<file path="config.mk">
export PLATFORM = sky130hd
export DESIGN_NAME = ciccio_rr_mux
export DESIGN_NICKNAME = d
export VERILOG_FILES = /design/src/rtl/ciccio_pkg.sv /design/src/rtl/ciccio_rr_mux_rr_arbiter.sv /design/src/rtl/ciccio_rr_mux.sv
export SDC_FILE = /design/constraint.sdc
export NUM_CORES = 1
export LEC_CHECK = 0
export CAP_MARGIN = 10
export CORE_AREA = 2 2 39 41
export CTS_BUF_LIST = sky130_fd_sc_hd__clkbuf_4 sky130_fd_sc_hd__clkbuf_8
export CTS_CLUSTER_SIZE = 12
export DETAILED_ROUTE_END_ITERATION = 16
export DIE_AREA = 0 0 41 43
export PLACE_DENSITY = 0.44
export SYNTH_ARGS = -nofsm -noshare
export SYNTH_HDL_FRONTEND = slang
export SYNTH_HIERARCHICAL = 1
export SYNTH_SLANG_ARGS = --single-unit
</file>
<file path="constraint.sdc">
create_clock -name clk -period 1.35 [get_ports clk]
set_input_delay 0.2025 -clock clk [delete_from_list [all_inputs] [get_ports clk]]
set_output_delay 0.2025 -clock clk [all_outputs]
set_load 0.01 [all_outputs]
</file>
<file path="src/rtl/ciccio_pkg.sv">
// Shared constants and helpers for the round-robin / select multiplexer.
package ciccio_pkg;

    // io_mode encodings
    localparam logic MODE_SEL = 1'b0;
    localparam logic MODE_RR  = 1'b1;

    // Ceiling log2, never less than 1 so index ports always have at least one bit.
    function automatic int clog2(input int value);
        int result;
        result = 0;
        while ((1 << result) < value) begin
            result = result + 1;
        end
        if (result < 1) begin
            result = 1;
        end
        return result;
    endfunction

endpackage

</file>
<file path="src/rtl/ciccio_rr_mux_rr_arbiter.sv">
// Round-robin arbiter: grants the first requester after ptr, wrapping modulo N.
module rr_arbiter
    import ciccio_pkg::*;
#(
    parameter  int N    = 2,
    localparam int SELW = clog2(N)
) (
    input  logic [N-1:0]    req,
    input  logic [SELW-1:0] ptr,
    output logic [N-1:0]    gnt,
    output logic [SELW-1:0] gnt_idx,
    output logic            any
);

    // cand_idx[k] is the channel scanned in position k: (ptr + 1 + k) mod N.
    logic [SELW-1:0] cand_idx [N];

    genvar gi;
    generate
        for (gi = 0; gi < N; gi++) begin : g_cand
            logic [SELW:0] raw_sum;
            // ptr < N and gi+1 <= N, so one conditional subtraction is a full modulo.
            assign raw_sum = {1'b0, ptr} + (SELW+1)'(gi + 1);
            assign cand_idx[gi] = (raw_sum >= (SELW+1)'(N)) ?
                                  SELW'(raw_sum - (SELW+1)'(N)) : raw_sum[SELW-1:0];
        end
    endgenerate

    // Priority scan in rotated order; first valid candidate wins.
    always_comb begin
        any     = 1'b0;
        gnt_idx = '0;
        for (int k = 0; k < N; k++) begin
            if (!any && req[cand_idx[k]]) begin
                any     = 1'b1;
                gnt_idx = cand_idx[k];
            end
        end
    end

    generate
        for (gi = 0; gi < N; gi++) begin : g_gnt
            assign gnt[gi] = any && (gnt_idx == SELW'(gi));
        end
    endgenerate

endmodule

</file>
<file path="src/rtl/ciccio_rr_mux.sv">
// N-channel registered multiplexer with valid/ready on every port.
// Explicit-select or round-robin arbitration, one output register stage.
module ciccio_rr_mux
    import ciccio_pkg::*;
#(
    parameter  int N    = 2,
    parameter  int W    = 1,
    localparam int SELW = clog2(N)
) (
    input  logic            clk,
    input  logic            reset,
    input  logic            io_mode,
    input  logic [SELW-1:0] io_sel,
    input  logic [N-1:0]    io_in_valid,
    input  logic [N*W-1:0]  io_in_bits,
    output logic [N-1:0]    io_in_ready,
    output logic            io_out_valid,
    input  logic            io_out_ready,
    output logic [W-1:0]    io_out_bits,
    output logic [SELW-1:0] io_out_chan
);

    logic            out_valid_reg, out_valid_next;
    logic [W-1:0]    out_bits_reg,  out_bits_next;
    logic [SELW-1:0] out_chan_reg,  out_chan_next;
    logic [SELW-1:0] rr_ptr_reg,    rr_ptr_next;

    logic [N-1:0]    rr_gnt, sel_gnt, grant;
    logic [SELW-1:0] rr_idx, grant_idx;
    logic            rr_any, grant_any, sel_in_range, load, xfer;
    logic [W-1:0]    in_bits_arr [N];

    rr_arbiter #(.N(N)) u_arb (
        .req     (io_in_valid),
        .ptr     (rr_ptr_reg),
        .gnt     (rr_gnt),
        .gnt_idx (rr_idx),
        .any     (rr_any)
    );

    // An out-of-range select grants nothing.
    assign sel_in_range = ({1'b0, io_sel} < (SELW+1)'(N));

    genvar gi;
    generate
        for (gi = 0; gi < N; gi++) begin : g_chan
            assign sel_gnt[gi]     = sel_in_range && (io_sel == SELW'(gi)) && io_in_valid[gi];
            assign in_bits_arr[gi] = io_in_bits[gi*W +: W];
        end
    endgenerate

    assign grant     = (io_mode == MODE_RR) ? rr_gnt : sel_gnt;
    assign grant_idx = (io_mode == MODE_RR) ? rr_idx : io_sel;
    assign grant_any = (io_mode == MODE_RR) ? rr_any : (|sel_gnt);

    // Output register can take new data when empty or being drained this cycle.
    assign load        = !out_valid_reg || io_out_ready;
    assign io_in_ready = (load && !reset) ? grant : '0;
    assign xfer        = load && !reset && grant_any;

    // Next-state for the output register and round-robin pointer.
    always_comb begin
        out_valid_next = out_valid_reg;
        out_bits_next  = out_bits_reg;
        out_chan_next  = out_chan_reg;
        rr_ptr_next    = rr_ptr_reg;
        if (load) begin
            out_valid_next = xfer;
            if (xfer) begin
                out_bits_next = in_bits_arr[grant_idx];
                out_chan_next = grant_idx;
                if (io_mode == MODE_RR) begin
                    rr_ptr_next = grant_idx;
                end
            end
        end
    end

    // State registers; reset parks the pointer at N-1 so channel 0 is scanned first.
    always_ff @(posedge clk) begin
        if (reset) begin
            out_valid_reg <= 1'b0;
            out_bits_reg  <= '0;
            out_chan_reg  <= '0;
            rr_ptr_reg    <= SELW'(N - 1);
        end else begin
            out_valid_reg <= out_valid_next;
            out_bits_reg  <= out_bits_next;
            out_chan_reg  <= out_chan_next;
            rr_ptr_reg    <= rr_ptr_next;
        end
    end

    assign io_out_valid = out_valid_reg;
    assign io_out_bits  = out_bits_reg;
    assign io_out_chan  = out_chan_reg;

endmodule

</file>
==> metrics.txt, run 1 <==
status completed; crit-path cells clkdlybuf4s50_1, nand2b_4, nand2b_4, buf_6, or3_1, a21oi_1; Initial Util 0.198; Syn Std Cell Area 274 µm²; number of DRC markers in iteration 0 3; P per Cell Area 797 mW/mm²; crit start category input port; Setup Buffers After CTS 0; TritonRoute pass-1 iters 4; highest clock rate 0.768 GHz; WP data required ~1.5 ns; P_leak 0.233 nW; post-route cell area 513 µm²; Synth Warn # 6; share of layout cells above drive strength 1 0.404; CORE AREA 0.00138 mm²; RD Place Congestion 0.709; VDD IR max 0.000532 V; clock buffer depth 2; worst flop-to-flop path startpoint rr_ptr_reg; Syn Nets 43; die area between 0.0015 and 0.002 mm²; Cell Rows 14; Critical R2R Capture io_out_bits; fin. max-slew vios 0; Skew-Pair Late Insertion Delay roughly 0.23 ns; dpl cell area roughly 470 µm²; I/O pin count 14; slew margin rel. 0.840; Port Buffer Count 13; global-route wire length before repair 1300 µm; unique cell type count in the Yosys netlist 18; vias in the first global route 341; Post-DP HPWL 656 µm; most common cell after layout, fill and taps aside buf_4; DP Worst Slack -0.508 ns; Worst Hold Class reg -> reg; Nets 68; DRT antenna net count 0; GRT Util Overall 0.109; Hold Crit Depth 2; CTS Buf Count 3; hold endpoint io_out_bits; drt total wl 755 µm; # fillers 146; CTS tree done; Mapped Cells 34; CP Max Fanout 6; fin crit period 1.30 ns; # Max-Cap Violations 0; final worst slack approximately 0.048 ns; clock root buffer clkbuf_4; Synth Area per Inst about 8 µm²; Synth area leader dfxtp_1; GR Overflow Total 0; chip height around 43 µm; DRC 0; post-synthesis sequential element count 4; Syn-to-layout area delta 87.2%; cell mode on critical path nand2b_4; Worst setup EP type register; mean number of vias per cell roughly 4.5; clk sinks 4; Worst EP arrival 1.46 ns; clock skew 0.00348 ns; CTS H-tree depth 1; clk slew on worst S/H paths 0.03 ns; Diodes inserted 0; hold path start io_out_bits; RSZ-0062 raised after global routing no; initial antenna violation count 0; post-synth top area share 0.292; CP Class in -> reg; wire per inst 10.3 µm; Slowest-stage cell, CP clkdlybuf4s50_1; final hold vios 0; most frequent cells in the layout buf_4, clkdlybuf4s50_1, a21oi_1, dlygate4sd2_1; worst r2r path cells 5; Least-Margin Pin Slew around 0.24 ns; synth top area cells dfxtp_1, mux2i_1, a21oi_1; largest net degree at the start of global routing 7; final number of setup-violating endpoints 0; r2r setup slk roughly 0.09 ns; final period utilization 0.964; register area share after synthesis 0.292; largest stage delay on the critical path approximately 0.46 ns; Die X between 40 and 50 µm; vias 328
==> layer usage <==
metal	track usage	vias up	routed length [µm]
met5	0	-	0
met4	0.0400	0	0
met3	0.0471	0	26
met2	0.188	7	441
met1	0.109	151	287
li1	-	170	-
==> cell usage after synthesis (all sizes together) <==
master,n
or3,2
a21boi,3
nor2,4
dfxtp,4
o21a,1
a211o,1
mux2,1
buf,1
nand2b,2
nand2,2
mux2i,3
or2,1
a21oi,5
o21ai,2
inv,1
nor3b,1
==> how the worst max path moves through the flow <==
stage | startpoint | to | slack [ns] | cells after the start
6_report | io_out_ready | io_out_bits | 0.05 | 6
5_1_grt | rr_ptr_reg | io_in_ready[0] | 0.0006 | 5
4_1_cts | io_sel | io_out_bits | 0.007 | 7
3_5_place_dp | io_in_valid[1] | io_in_ready[1] | -0.51 | 5
3_3_place_gp | io_in_valid[0] | io_out_bits | -0.49 | 7
2_1_floorplan | rr_ptr_reg | io_out_bits | 0.12 | 5
==> power breakdown <==
group / switching [mW] / internal (mW)
registers: 0.00618 / 0.127
clock network: 0.0476 / 0.0994
logic: 0.0525 / 0.0761
==> cell type report <==
type	instances	area, µm²	share of cell area
flip-flops and latches	4	83.8	0.163
well taps	16	20.0	0.0390
clock buffers	3	22.5	0.0439
repair buffers	21	174	0.339
multi-input cells	28	209	0.407
inverters	1	3.75	0.00732
==> worst max-delay path, delay by kind of cell <==
family / cells / cell delay [ns]
buffers and inverters: 2 / 0.59
AND/OR/NAND/NOR: 3 / 0.54
AO/OA/AOI/OAI: 1 / 0.14
==> repair_timing <==
| item | in CTS | in global routing |
|---|---|---|
| endpoints found under the setup margin | 6 | 3 |
| gates cloned | 0 | 0 |
| hold buffers | 0 | 0 |
| gates resized for setup | 19 | 7 |
| pin swaps | 0 | 2 |
==> metrics by stage <==
stage | power (mW) | cells | TNS (ns) | hold WS, ns | utilization
after floorplan | 0.185 | 34 | 0 | 0.272 | -
after global placement | 0.255 | 70 | -2.21 | 0.459 | 0.342
after detailed placement | 0.259 | 70 | -2.42 | 0.466 | 0.342
after CTS | 0.410 | 73 | 0 | 0.472 | 0.361
after global routing | 0.437 | 73 | 0 | 0.512 | 0.371
final | 0.409 | 73 | 0 | 0.469 | 0.371
==> kinds of logic after synthesis <==
group / synth area share
muxes: 0.151
buffers and inverters: 0.0548
DFF: 0.292
AOI/OAI and AO/OA: 0.269
and+or+nand+nor: 0.233
(Power assumes the default switching activity.)
==> inputs of run 2 (changes only) <==
--- a/config.mk
+++ b/config.mk
@@ -11,6 +11,7 @@
 export CTS_CLUSTER_SIZE = 12
 export DETAILED_ROUTE_END_ITERATION = 16
 export DIE_AREA = 0 0 41 43
+export MAX_ROUTING_LAYER = met4
 export PLACE_DENSITY = 0.44
 export SYNTH_ARGS = -nofsm -noshare
 export SYNTH_HDL_FRONTEND = slang
==> constraint.sdc (replaced) <==
create_clock -name clk -period 1.5 [get_ports clk]
set_input_delay 0.225 -clock clk [delete_from_list [all_inputs] [get_ports clk]]
set_output_delay 0.225 -clock clk [all_outputs]
set_load 0.01 [all_outputs]
==> run 2 against run 1 <==
Global-route usage increased by 0.087 points. Utilization decreased by 0.090 points. Sequential share of layout area decreased by 0.45 points. Clock power decreased by 3%. Via count decreased by 0.30%. Worst setup slack improved by 0.070 ns. Die area unchanged. Sequential power decreased by 9%. Clock-buffer cell count unchanged.
==> metrics.txt, run 2 (same netlist as run 1, synthesis figures left out) <==
crit start category register; DRT antenna net count 0 (unchanged); CTS tree done; initial antenna violation count 0 (unchanged); Int Pwr 0.274 mW (-9.4%); Clk network pwr share 0.376 (+0.016); Least-Margin Pin Slew 0.196 ns (-0.0432 ns); post-route cell area 512 µm² (-0.24%); Die X 41 µm (unchanged); global-route wire length before repair 1200 µm (-7.5%); clock skew 0.00381 ns (+0.000324 ns); final period utilization 0.921; Final Util 0.370 (-0.000904); crit-path cells clkdlybuf4s50_1; largest net degree at the start of global routing 7 (unchanged); # fillers 155 (+6.2%); final worst slack 0.118 ns (+0.0696 ns); CP Max Fanout 2 (-4); CTS Buf Count 3 (unchanged); TritonRoute pass-1 iters 4 (unchanged); Initial Util 0.198 (unchanged); VDD IR max 0.000348 V (-35%); WP data required 1.27 ns (-0.24 ns); worst flop-to-flop path startpoint rr_ptr_reg; wire per inst 10.4 µm (+0.35%); GRT Util Overall 0.110 (+0.000872); Worst EP arrival 1.16 ns (-0.30 ns); combinational power share 0.303 (-0.012); Min Hold Slack 0.471 ns (+0.00273 ns); DP Worst Slack -0.445 ns (+0.0625 ns); Critical R2R Capture io_out_bits; Nets 69 (+1.5%); post-route setup TNS 0 ns (unchanged); Switch Pwr 0.103 mW (-3.2%); slew margin rel. 0.867 (+0.0266); chip height 43 µm (unchanged); DRC 0 (unchanged); final hold vios 0 (unchanged); CP Buf/Inv Count 1 (-1); # placed instances 71 (+1.4%); vias in the first global route 310 (-9.1%); P_leak 0.229 nW (-1.6%); # Max-Cap Violations 0 (unchanged); mean number of vias per cell 4.42 (-1.7%); Diodes inserted 0 (unchanged); RD Place Congestion 0.753 (+6.3%); die area 0.00176 mm² (unchanged); hold_buf cts 0 (unchanged); clock root buffer clkbuf_4; Post-DP HPWL 621 µm (-5.3%); Tot Pwr 0.377 mW (-7.8%); Skew-Pair Late Insertion Delay 0.24 ns (about the same); CP Class reg -> out; P per Cell Area 736 mW/mm² (-7.6%); final number of setup-violating endpoints 0 (unchanged); drt total wl 768 µm (+1.7%); Port Buffer Count 13 (unchanged); share of layout cells above drive strength 1 0.379 (-0.0242); Slowest-stage cell, CP clkdlybuf4s50_1; status completed; hold path start io_out_chan; r2r setup slk 0.26 ns (+0.17 ns); Reg power frac 0.321 (-0.005); GR Overflow Total 0 (unchanged); highest clock rate 0.724 GHz; Resize count post-CTS 14 (-5); fin. max-slew vios 0 (unchanged); largest stage delay on the critical path 0.55 ns (+0.09 ns); dpl cell area 480 µm² (+1.6%); most frequent cells in the layout buf_4, clkdlybuf4s50_1, a21oi_1, dlygate4sd2_1; most common cell after layout, fill and taps aside buf_4; crit-path leading delay family buffers and inverters; fin crit period 1.38 ns; Worst Hold Class reg -> reg; worst r2r path cells 5 (unchanged); CTS H-tree depth 1 (unchanged); clock buffer depth 2 (unchanged); clk sinks 4 (unchanged); hold endpoint io_out_chan; Switching Fraction 0.273 (+0.0130); RSZ-0062 raised after global routing no; Hold Crit Depth 2 (unchanged); vias 327 (-0.30%); Cell Rows 14 (unchanged); Worst setup EP type output port; clk slew on worst S/H paths 0.04 ns (about the same); Non-Filler Instances 74 (+1.4%); I/O pin count 14 (unchanged); number of DRC markers in iteration 0 5 (+2); CORE AREA 0.00138 mm² (unchanged); Syn-to-layout area delta 86.8%; Setup Buffers After CTS 0 (unchanged)
==> run 2: worst max path at each step <==
stage                        start        endpoint  cells past startpoint
floorplan               rr_ptr_reg     io_out_bits                      5
global placement    io_in_valid[1]  io_in_ready[1]                      5
detailed placement  io_in_valid[1]     io_out_bits                      7
CTS                   io_out_ready  io_in_ready[1]                      5
global route                io_sel     io_out_bits                      7
finish                io_out_valid    io_out_valid                      1
==> run 2: per-layer routing <==
layer,vias up,global-route usage,part of all wire
met5,-,-,0
met4,0,0.100,0
met3,0,0.0314,0.029
met2,6,0.166,0.59
met1,148,0.107,0.38
li1,173,-,-
==> run 2: layout make-up <==
| cell class | instances | area (µm²) | area share |
|---|---|---|---|
| Tap cell | 16 | 20.0 | 0.0391 |
| Inverter | 1 | 3.75 | 0.00733 |
| Sequential cell | 4 | 81.3 | 0.159 |
| Multi-Input combinational cell | 28 | 201 | 0.394 |
| Timing Repair Buffer | 22 | 183 | 0.357 |
| Clock buffer | 3 | 22.5 | 0.0440 |
==> run 2: power by group through the flow <==
stage                     clock [mW]  sequential [mW]  combinational, mW
final                          0.142            0.121              0.114
after detailed placement           0            0.120              0.114
after floorplan                    0            0.123             0.0439
after global placement             0            0.120              0.111
after CTS                      0.147            0.119              0.114
after global routing           0.154            0.122              0.124
==> inputs of run 3 (changes only) <==
--- a/config.mk
+++ b/config.mk
@@ -5,7 +5,7 @@
 export SDC_FILE = /design/constraint.sdc
 export NUM_CORES = 1
 export LEC_CHECK = 0
-export CAP_MARGIN = 10
+export CAP_MARGIN = 20
 export CORE_AREA = 2 2 39 41
 export CTS_BUF_LIST = sky130_fd_sc_hd__clkbuf_4 sky130_fd_sc_hd__clkbuf_8
 export CTS_CLUSTER_SIZE = 12
==> results of run 3 <==
The final DEF is identical to that of run 2; final timing and power are the same.
